`config.mk`:
```
export PLATFORM = sky130hd
export DESIGN_NAME = uart_tx_arbiter
export DESIGN_NICKNAME = d
export VERILOG_FILES = /design/src/rtl/uart_tx_arbiter.sv
export SDC_FILE = /design/constraint.sdc
export NUM_CORES = 1
export LEC_CHECK = 0
export BUFFER_PORTS_ARGS = -buffer_cell sky130_fd_sc_hd__buf_4
export CAP_MARGIN = 20
export CORE_MARGIN = 3
export CORE_UTILIZATION = 45
export CTS_BUF_LIST = sky130_fd_sc_hd__clkbuf_2
export DETAILED_ROUTE_END_ITERATION = 10
export PLACE_DENSITY = 0.79
export REMOVE_ABC_BUFFERS = 1
export SETUP_SLACK_MARGIN = 0.05
export SYNTH_ARGS = -nofsm -noshare
export SYNTH_HDL_FRONTEND = slang
export SYNTH_SLANG_ARGS = --single-unit
```
`constraint.sdc`:
```
create_clock -name i_clk -period 1.5 [get_ports i_clk]
set_input_delay 0 -clock i_clk [delete_from_list [all_inputs] [get_ports i_clk]]
set_output_delay 0 -clock i_clk [all_outputs]
set_load 0.005 [all_outputs]
```
`src/rtl/uart_tx_arbiter.sv`:
```
// Message-level round-robin arbiter sharing the UART TX FIFO write port.
// Channel 0 carries ALU results, channel 1 carries debug/echo traffic.
module uart_tx_arbiter #(
    parameter int NB_DATA = 8,
    parameter int MAX_LEN = 8,
    parameter int NB_CNT  = 8
) (
    input  logic               i_clk,
    input  logic               i_reset,
    input  logic               i_req0_valid,
    input  logic [NB_DATA-1:0] i_req0_data,
    input  logic               i_req0_last,
    output logic               o_req0_ready,
    input  logic               i_req1_valid,
    input  logic [NB_DATA-1:0] i_req1_data,
    input  logic               i_req1_last,
    output logic               o_req1_ready,
    input  logic               i_tx_full,
    output logic               o_wr,
    output logic [NB_DATA-1:0] o_w_data,
    output logic [1:0]         o_grant,
    output logic               o_busy,
    output logic               o_trunc
);

    typedef enum logic {
        IDLE,
        BUSY
    } state_t;

    state_t              state;
    state_t              state_nx;
    logic [1:0]          grant;
    logic [1:0]          grant_nx;
    logic                rr_ptr;
    logic                rr_nx;
    logic [NB_CNT-1:0]   cnt;
    logic [NB_CNT-1:0]   cnt_nx;
    logic                trunc_q;
    logic                trunc_nx;

    logic                busy;
    logic                xfer0;
    logic                xfer1;
    logic                xfer;
    logic                sel_last;
    logic                at_max;

    assign busy         = (state == BUSY);
    assign o_req0_ready = busy & grant[0] & ~i_tx_full;
    assign o_req1_ready = busy & grant[1] & ~i_tx_full;
    assign xfer0        = i_req0_valid & o_req0_ready;
    assign xfer1        = i_req1_valid & o_req1_ready;
    assign xfer         = xfer0 | xfer1;
    assign at_max       = (cnt == NB_CNT'(MAX_LEN - 1));

    assign o_wr    = xfer;
    assign o_grant = grant;
    assign o_busy  = busy;
    assign o_trunc = trunc_q;

    always_comb begin
        o_w_data = '0;
        sel_last = 1'b0;
        unique case (1'b1)
            grant[0]: begin
                o_w_data = i_req0_data;
                sel_last = i_req0_last;
            end
            grant[1]: begin
                o_w_data = i_req1_data;
                sel_last = i_req1_last;
            end
            default: ;
        endcase
    end

    always_comb begin
        state_nx = state;
        grant_nx = grant;
        rr_nx    = rr_ptr;
        cnt_nx   = cnt;
        trunc_nx = 1'b0;
        unique case (state)
            IDLE: begin
                cnt_nx = '0;
                if (i_req0_valid & i_req1_valid) begin
                    grant_nx = rr_ptr ? 2'b10 : 2'b01;
                    state_nx = BUSY;
                end else if (i_req0_valid) begin
                    grant_nx = 2'b01;
                    state_nx = BUSY;
                end else if (i_req1_valid) begin
                    grant_nx = 2'b10;
                    state_nx = BUSY;
                end
            end
            BUSY: begin
                if (xfer) begin
                    cnt_nx = cnt + NB_CNT'(1);
                    // A message ends on its last byte or is cut at MAX_LEN
                    if (sel_last | at_max) begin
                        state_nx = IDLE;
                        grant_nx = 2'b00;
                        rr_nx    = grant[0];
                        trunc_nx = ~sel_last;
                    end
                end
            end
            default: begin
                state_nx = IDLE;
                grant_nx = 2'b00;
            end
        endcase
    end

    always_ff @(posedge i_clk or negedge i_reset) begin
        if (!i_reset) begin
            state   <= IDLE;
            grant   <= 2'b00;
            rr_ptr  <= 1'b0;
            cnt     <= '0;
            trunc_q <= 1'b0;
        end else begin
            state   <= state_nx;
            grant   <= grant_nx;
            rr_ptr  <= rr_nx;
            cnt     <= cnt_nx;
            trunc_q <= trunc_nx;
        end
    end

endmodule

```
==> qor.txt, run 1 <==
======================================================================================================
Cell taking the most area after synthesis ............................................... sky130_fd_sc_hd__dfrtp_1
DR iter-0 viols .........................................................................           23
Instance count on the critical path .....................................................            4
Count of buffers from port buffering ....................................................           37
Via count of the first global-routing pass ..............................................          715
CTS H-Tree Depth ........................................................................            1
Number of setup violations in the final report ..........................................            0
Fraction of synthesized cell area in xor and xnor cells .................................        4.53%
Final setup TNS .........................................................................         0 ps
Number of cells produced by synthesis ...................................................           74
Clock transition at the register clock pins on the worst setup and hold paths after CTS .       120 ps
Rel. slew slack .........................................................................        83.7%
Leakage power total .....................................................................  0.000610 µW
Net switching power .....................................................................       573 µW
Estimated wirelength of the detail-placed design ........................................      1610 µm
Post-synth EDFFs ........................................................................            0
Adder and majority cell fraction of the synthesized area ................................        1.62%
Worst vdd ir ............................................................................       985 µV
Slowest stage delay, CP .................................................................       430 ps
Number of synthesized register bits .....................................................           13
Worst Skew ..............................................................................      1.99 ps
Switching Share .........................................................................        36.1%
Cell chain of the critical path ......................................................... nor3_2, nand4_1, a21o_4, mux2_4
Ant. Diodes .............................................................................            0
Synthesized area per cell ...............................................................     10.4 µm²
Tot GR Track Use ........................................................................        20.6%
Startpoint type of the worst setup path .................................................     register
Remaining Overflow, GRT .................................................................            0
Initial standard-cell utilization of the core ...........................................        49.6%
Pre-antenna DRT Iters ...................................................................            4
Total of max-cap violations .............................................................            0
Highest clock rate ......................................................................    0.709 GHz
Share of Yosys cell area claimed by the top area cell type ..............................        42.1%
Count of different cell masters after synthesis .........................................           32
Number of buffers created by CTS ........................................................            3
Crit path setup slack, layout ...........................................................      90.5 ps
Highest fanout seen on the critical path ................................................            4
Main combinational cell family by area after synthesis .................................. simple AND/OR/NAND/NOR gates
Ys async rst share ......................................................................         100%
R2R depth ...............................................................................            4
Worst slack, placed .....................................................................      71.3 ps
Net count reported at finish ............................................................          147
Area contributors post-synth ............................................................ sky130_fd_sc_hd__dfrtp_1 42%, sky130_fd_sc_hd__a22o_1 9.1%, sky130_fd_sc_hd__and2_1 5.7%
Maximum number of pins on one net before global-route repair ............................           14
Core outline area .......................................................................     1560 µm²
Vias/cell ...............................................................................         5.46
Warnings, synthesis .....................................................................            0
Area of the die .........................................................................     2250 µm²
Synthesis-to-layout area growth .........................................................        51.9%
Most common flop cell mapped by yosys ................................................... sky130_fd_sc_hd__dfrtp_1
Power Internal ..........................................................................      1010 µW
Share of cells above drive strength 1 ...................................................        46.7%
Final routed wire length divided by cell count ..........................................      14.8 µm
Die height ..............................................................................      47.5 µm
Slowest cell on the critical path ....................................................... sky130_fd_sc_hd__dfrtp_1
Worst Setup End Kind ....................................................................     register
Post-route minimum period ...............................................................      1410 ps
Clock Sink Count ........................................................................           13
Outcome ................................................................................. finished, final reports clean
Global-route wire length before repair ..................................................      3160 µm
Num ports ...............................................................................           38
Basic-gate share of the synthesized area counting and, or, nand and nor cells ...........        24.3%
Pwr Density .............................................................................  1350 nW/µm²
Synthesized-area fraction occupied by ao, oa, aoi and oai cells .........................        22.3%
Mapped Area .............................................................................      773 µm²
RD Place Congestion .....................................................................        0.800
Die span in x ...........................................................................      47.5 µm
Clock tree from TritonCTS ...............................................................          yes
Arrival time of data at the critical path endpoint ......................................      1580 ps
Seq/Total Area, Yosys ...................................................................        42.1%
Gate family responsible for the most delay along the worst path .........................   flip-flops
Remaining antenna violation count .......................................................            0
Post-detailed-routing wire length .......................................................      2050 µm
Power share of the clock group ..........................................................        11.7%
Clock Root Buffer ....................................................................... sky130_fd_sc_hd__clkbuf_2
Clk_lat worst skew ......................................................................       270 ps
Comb pwr share ..........................................................................        52.2%
Worst Path Required .....................................................................      1670 ps
Part of the power in registers ..........................................................        36.2%
Maximum clock path buffer count .........................................................            2
Worst hold path stage count .............................................................            3
Number of endpoints with negative hold slack in the final report ........................            0
Multiplexer share of the synthesized area ...............................................        3.24%
Post-route clock period utilization .....................................................        94.0%
Transition time at the pin with the least slew margin ...................................       244 ps
Number of buffers and inverters on the critical path ....................................            0
Max-slew violation total from the final report ..........................................            0
Path category of the worst min-delay check ..............................................       in2reg
Number of vias after detailed routing ...................................................          753
Crit Path Category ......................................................................      reg2reg
Number of rows created at floorplan .....................................................           14
Number of antenna violations at the first check in global routing .......................            0
Detailed-route DRC error count ..........................................................            0
Setup repair after global routing missed its margin .....................................         true
======================================================================================================
-- stage by stage --
step                area [µm²]  std cells  utilization [%]  power, µW  hold WS (ps)
global placement          1100        129             70.4       1340          -146
global route              1170        138             75.4       1720          6.13
detailed placement        1100        129             70.4       1360          -147
floorplan                  762         71                -        933          -296
finish                    1170        138             75.4       1590          33.8
CTS                       1150        136             73.6       1560          16.0
-- cells by family (layout without fill, tap and decap cells) --
family                     after synthesis  after routing
buffers and inverters                    4             52
muxes                                    2              2
DFF                                     13             13
xor gates and xnor gates                 4              4
and+or+nand+nor                         31             31
AOI/OAI and AO/OA                       19             19
adders and majority gates                1              1
-- power groups by stage --
| stage | Clock (µW) | Sequential, µW | Combinational [µW] |
|---|---|---|---|
| 3_3_place_gp | 0 | 575 | 764 |
| 3_5_place_dp | 0 | 576 | 784 |
| 6_report | 185 | 574 | 828 |
| 5_1_grt | 220 | 592 | 911 |
| 2_1_floorplan | 0 | 591 | 342 |
| 4_1_cts | 194 | 571 | 792 |
-- per-layer routing --
metal	up-vias	share of wire, %	track usage (%)
li1	371	-	-
met1	368	44	28.3
met2	12	51	28.6
met3	2	4.1	7.14
met4	0	0.93	9.94
met5	-	0	0
-- sequential cells by signal, summed over array words and instances, names as in the netlist --
name and count:
cnt 8, o_busy 1, o_grant 2, o_trunc 1
rr_ptr 1
-- layout make-up --
cell class,count,area (µm²)
multi-input cells,57,443
inverters,1,3.75
flip-flops and latches,13,328
repair buffers,47,360
well taps,16,20.0
fillers,120,384
clock buffers,4,20.0
-- final timing paths --
kind	start	endpoint	slack, ps
worst max-delay path	cnt[4]	rr_ptr	90
worst min-delay path	i_tx_full	cnt[0]	30
worst max register to register	cnt[4]	rr_ptr	90
worst min register to register	rr_ptr	rr_ptr	550
max in group asynchronous	i_reset	o_busy	1240
min in group asynchronous	i_reset	o_grant[1]	90
-- placed cells by master, fill, tap and decap left out, drive strengths merged --
cell / n
a21boi: 2
a21o: 1
a22o: 8
a22oi: 2
and2: 7
and2b: 1
buf: 44
clkbuf: 4
dfrtp: 13
dlygate4sd3: 3
ha: 1
inv: 1
mux2: 1
mux2i: 1
nand2: 5
nand2b: 2
nand3: 3
nand3b: 1
nand4: 1
nand4b: 1
nor2: 2
nor2b: 1
nor3: 4
nor3b: 1
nor4: 1
o211a: 1
o211ai: 1
o21ai: 2
o31a: 1
o31ai: 1
or3: 1
xor2: 4
-- Yosys cell counts, types with 2 or more instances --
master and count:
sky130_fd_sc_hd__a21boi_0 2, sky130_fd_sc_hd__a22o_1 8, sky130_fd_sc_hd__and2_1 7, sky130_fd_sc_hd__clkbuf_1 3
sky130_fd_sc_hd__dfrtp_1 13, sky130_fd_sc_hd__nand2_1 5, sky130_fd_sc_hd__nand3_1 3, sky130_fd_sc_hd__nor2_1 2
sky130_fd_sc_hd__nor3_1 4, sky130_fd_sc_hd__o21ai_0 2, sky130_fd_sc_hd__xor2_1 4
-- what timing repair did --
| item | 4_1_cts | 5_1_grt |
|---|---|---|
| hold buffers | 3 | 0 |
| buffers inserted | 0 | 2 |
| hold endpoints to repair | 14 | 0 |
| endpoints found under the setup margin | 0 | 4 |
| resized for setup | 0 | 4 |
-- worst register-to-register path, cell delays in order, from the launching register on --
cell,delay [ps]
sky130_fd_sc_hd__dfrtp_1,430
sky130_fd_sc_hd__nor3_2,180
sky130_fd_sc_hd__nand4_1,150
sky130_fd_sc_hd__a21o_4,260
sky130_fd_sc_hd__mux2_4,290
Power figures use the tool's default switching activity.
==> run 2, diff against run 1 <==
- CORE_UTILIZATION: 45 -> 46
- PLACE_DENSITY: 0.79 -> 0.8
==> qor.txt, run 2 (synthesized netlist as in run 1, its figures left out) <==
======================================================================================================
Max-slew violation total from the final report ..........................................            0   unchanged
Clock tree from TritonCTS ...............................................................          yes   unchanged
DR iter-0 viols .........................................................................           24   was 23
Startpoint type of the worst setup path .................................................     register   unchanged
Outcome ................................................................................. finished, final reports clean   unchanged
Number of antenna violations at the first check in global routing .......................            0   unchanged
Worst Skew ..............................................................................      10.1 ps   was 1.99 ps
Vias/cell ...............................................................................         5.40   was 5.46
Net count reported at finish ............................................................          150   was 147
Arrival time of data at the critical path endpoint ......................................      1620 ps   was 1580 ps
Setup repair after global routing missed its margin .....................................         true   unchanged
Remaining antenna violation count .......................................................            0   unchanged
Clock Root Buffer ....................................................................... sky130_fd_sc_hd__clkbuf_2   unchanged
RD Place Congestion .....................................................................        0.805   was 0.800
Maximum clock path buffer count .........................................................            2   unchanged
R2R depth ...............................................................................            4   unchanged
Worst vdd ir ............................................................................       922 µV   was 985 µV
Post-route clock period utilization .....................................................        96.4%   was 94.0%
Final routed wire length divided by cell count ..........................................      14.9 µm   was 14.8 µm
Clk_lat worst skew ......................................................................       280 ps   was 270 ps
Share of cells above drive strength 1 ...................................................        48.0%   was 46.7%
Ant. Diodes .............................................................................            0   unchanged
Met2 wire len ...........................................................................      1070 µm   was 1040 µm
Maximum number of pins on one net before global-route repair ............................           14   unchanged
Remaining Overflow, GRT .................................................................            0   unchanged
Register-to-register setup slack ........................................................        50 ps   was 90 ps
Pwr Density .............................................................................  1360 nW/µm²   was 1350 nW/µm²
Hold Crit Start .........................................................................    i_tx_full   unchanged
Filler cell count in the final layout ...................................................          106   was 120
Global-route wire length before repair ..................................................      2930 µm   was 3160 µm
Setup crit start ........................................................................       cnt[4]   unchanged
Area of the die .........................................................................     2210 µm²   was 2250 µm²
Count of buffers from port buffering ....................................................           37   unchanged
Most common library cell in the layout ignoring fill and taps ........................... sky130_fd_sc_hd__buf_4   unchanged
Number of buffers created by CTS ........................................................            3   unchanged
CTS H-Tree Depth ........................................................................            1   unchanged
Post-detailed-routing wire length .......................................................      2100 µm   was 2050 µm
Worst hold path stage count .............................................................            3   unchanged
Total of max-cap violations .............................................................            0   unchanged
Total area of multi-input combinational cells ...........................................      440 µm²   was 443 µm²
Transition time at the pin with the least slew margin ...................................       260 ps   was 244 ps
Core outline area .......................................................................     1540 µm²   was 1560 µm²
Detailed-route DRC error count ..........................................................            0   unchanged
Post-route minimum period ...............................................................      1450 ps   was 1410 ps
Final Util ..............................................................................        77.5%   was 75.4%
Tot GR Track Use ........................................................................        19.1%   was 20.6%
Path category of the worst min-delay check ..............................................       in2reg   unchanged
Worst Setup End Kind ....................................................................     register   unchanged
Leakage power total .....................................................................  0.000621 µW   was 0.000610 µW
Number of setup violations in the final report ..........................................            0   unchanged
Synthesis-to-layout area growth .........................................................        54.5%   was 51.9%
Worst Path Required .....................................................................      1680 ps   was 1670 ps
Die span in x ...........................................................................        47 µm   was 47.5 µm
Flip-flop count of the largest register, all copies and words added .....................            8   unchanged
Non-filler instance count after layout ..................................................          141   was 138
Via count of the first global-routing pass ..............................................          657   was 715
Most frequent cells in the layout ....................................................... 47 x sky130_fd_sc_hd__buf_4, 11 x sky130_fd_sc_hd__dfrtp_1, 8 x sky130_fd_sc_hd__a22o_1, 7 x sky130_fd_sc_hd__and2_1, 5 x sky130_fd_sc_hd__nand2_1   was 44 x sky130_fd_sc_hd__buf_4, 11 x sky130_fd_sc_hd__dfrtp_1, 8 x sky130_fd_sc_hd__a22o_1, 7 x sky130_fd_sc_hd__and2_1, 5 x sky130_fd_sc_hd__nand2_1
Largest register by flop count ..........................................................          cnt   unchanged
Highest fanout seen on the critical path ................................................            4   unchanged
Reg2reg end .............................................................................       rr_ptr   unchanged
Worst slack, placed .....................................................................      87.0 ps   was 71.3 ps
Highest clock rate ......................................................................    0.692 GHz   was 0.709 GHz
Initial standard-cell utilization of the core ...........................................        50.2%   was 49.6%
Cell total after placement ..............................................................          128   was 129
Metal1 wirelength .......................................................................       950 µm   was 900 µm
Terminating pin of the worst hold path ..................................................       cnt[0]   unchanged
Number of rows created at floorplan .....................................................           14   unchanged
Pre-antenna DRT Iters ...................................................................            4   unchanged
Die height ..............................................................................        47 µm   was 47.5 µm
Clock transition at the register clock pins on the worst setup and hold paths after CTS .       120 ps   about the same
Post-Route Hold Slack ...................................................................      40.7 ps   was 33.8 ps
Estimated wirelength of the detail-placed design ........................................      1520 µm   was 1610 µm
Crit Path Category ......................................................................      reg2reg   unchanged
Number of endpoints with negative hold slack in the final report ........................            0   unchanged
Uppermost layer routed ..................................................................         met4   unchanged
Num ports ...............................................................................           38   unchanged
Clock Sink Count ........................................................................           13   unchanged
Crit path setup slack, layout ...........................................................      54.4 ps   was 90.5 ps
Area of all sequential standard cells ...................................................      328 µm²   unchanged
Startpoint of the lowest-slack register-to-register path ................................       cnt[4]   unchanged
Rel. slew slack .........................................................................        82.5%   was 83.7%
Number of vias after detailed routing ...................................................          762   was 753
WL met3 .................................................................................        75 µm   was 84 µm
======================================================================================================
[run 2: changes by cell type in the layout (fill, tap and decap cells not counted)]
cell                     before  now
sky130_fd_sc_hd__buf_4       44   47
sky130_fd_sc_hd__ha_2         0    1
sky130_fd_sc_hd__nor3_1       2    3
sky130_fd_sc_hd__ha_1         1    0
sky130_fd_sc_hd__nor3_2       2    1
[run 2: report_power, final]
group,internal (µW),switching (µW),total [µW]
clock network,70.7,111,182
logic,531,339,870
registers,449,123,572
[run 2: per-layer routing]
metal / global-route usage (%) / vias to the layer above
met3: 6.90 / 2
met1: 25.9 / 368
met2: 28.7 / 17
met4: 4.97 / 0
li1: - / 375
met5: 0 / -
[run 2: cell type report]
class                      count  area share (%)
timing repair buffer          50            32.0
inverter                       1           0.314
clock buffer                   4            1.68
tap                           16            1.68
sequential                    13            27.4
multi-input combinational     57            36.9
[run 2: worst max-delay path, stage by stage, from the launching register on]
cell                      delay, ps
sky130_fd_sc_hd__dfrtp_1        430
sky130_fd_sc_hd__nor3_1         210
sky130_fd_sc_hd__nand4_1        160
sky130_fd_sc_hd__a21o_4         270
sky130_fd_sc_hd__mux2_4         290
[run 2: metrics by stage]
step	total power [µW]	TNS [ps]	area, µm²
6_report	1620	0	1190
4_1_cts	1520	0	1140
3_5_place_dp	1340	0	1090
3_3_place_gp	1320	0	1090
5_1_grt	1750	-26.5	1190
2_1_floorplan	933	0	762
[run 2: worst max path at each step]
stage,to,slack (ps),depth (start not counted)
after floorplan,rr_ptr,10,4
final,rr_ptr,50,4
after detailed placement,rr_ptr,90,4
after CTS,rr_ptr,70,4
after global routing,o_wr,-20,4
after global placement,rr_ptr,110,4
[run 2: what timing repair did]
action	in CTS	in global routing
hold buffers	3	0
resized for setup	0	4
hold endpoints to repair	14	0
buffers inserted	0	6
setup endpoints to repair	0	5
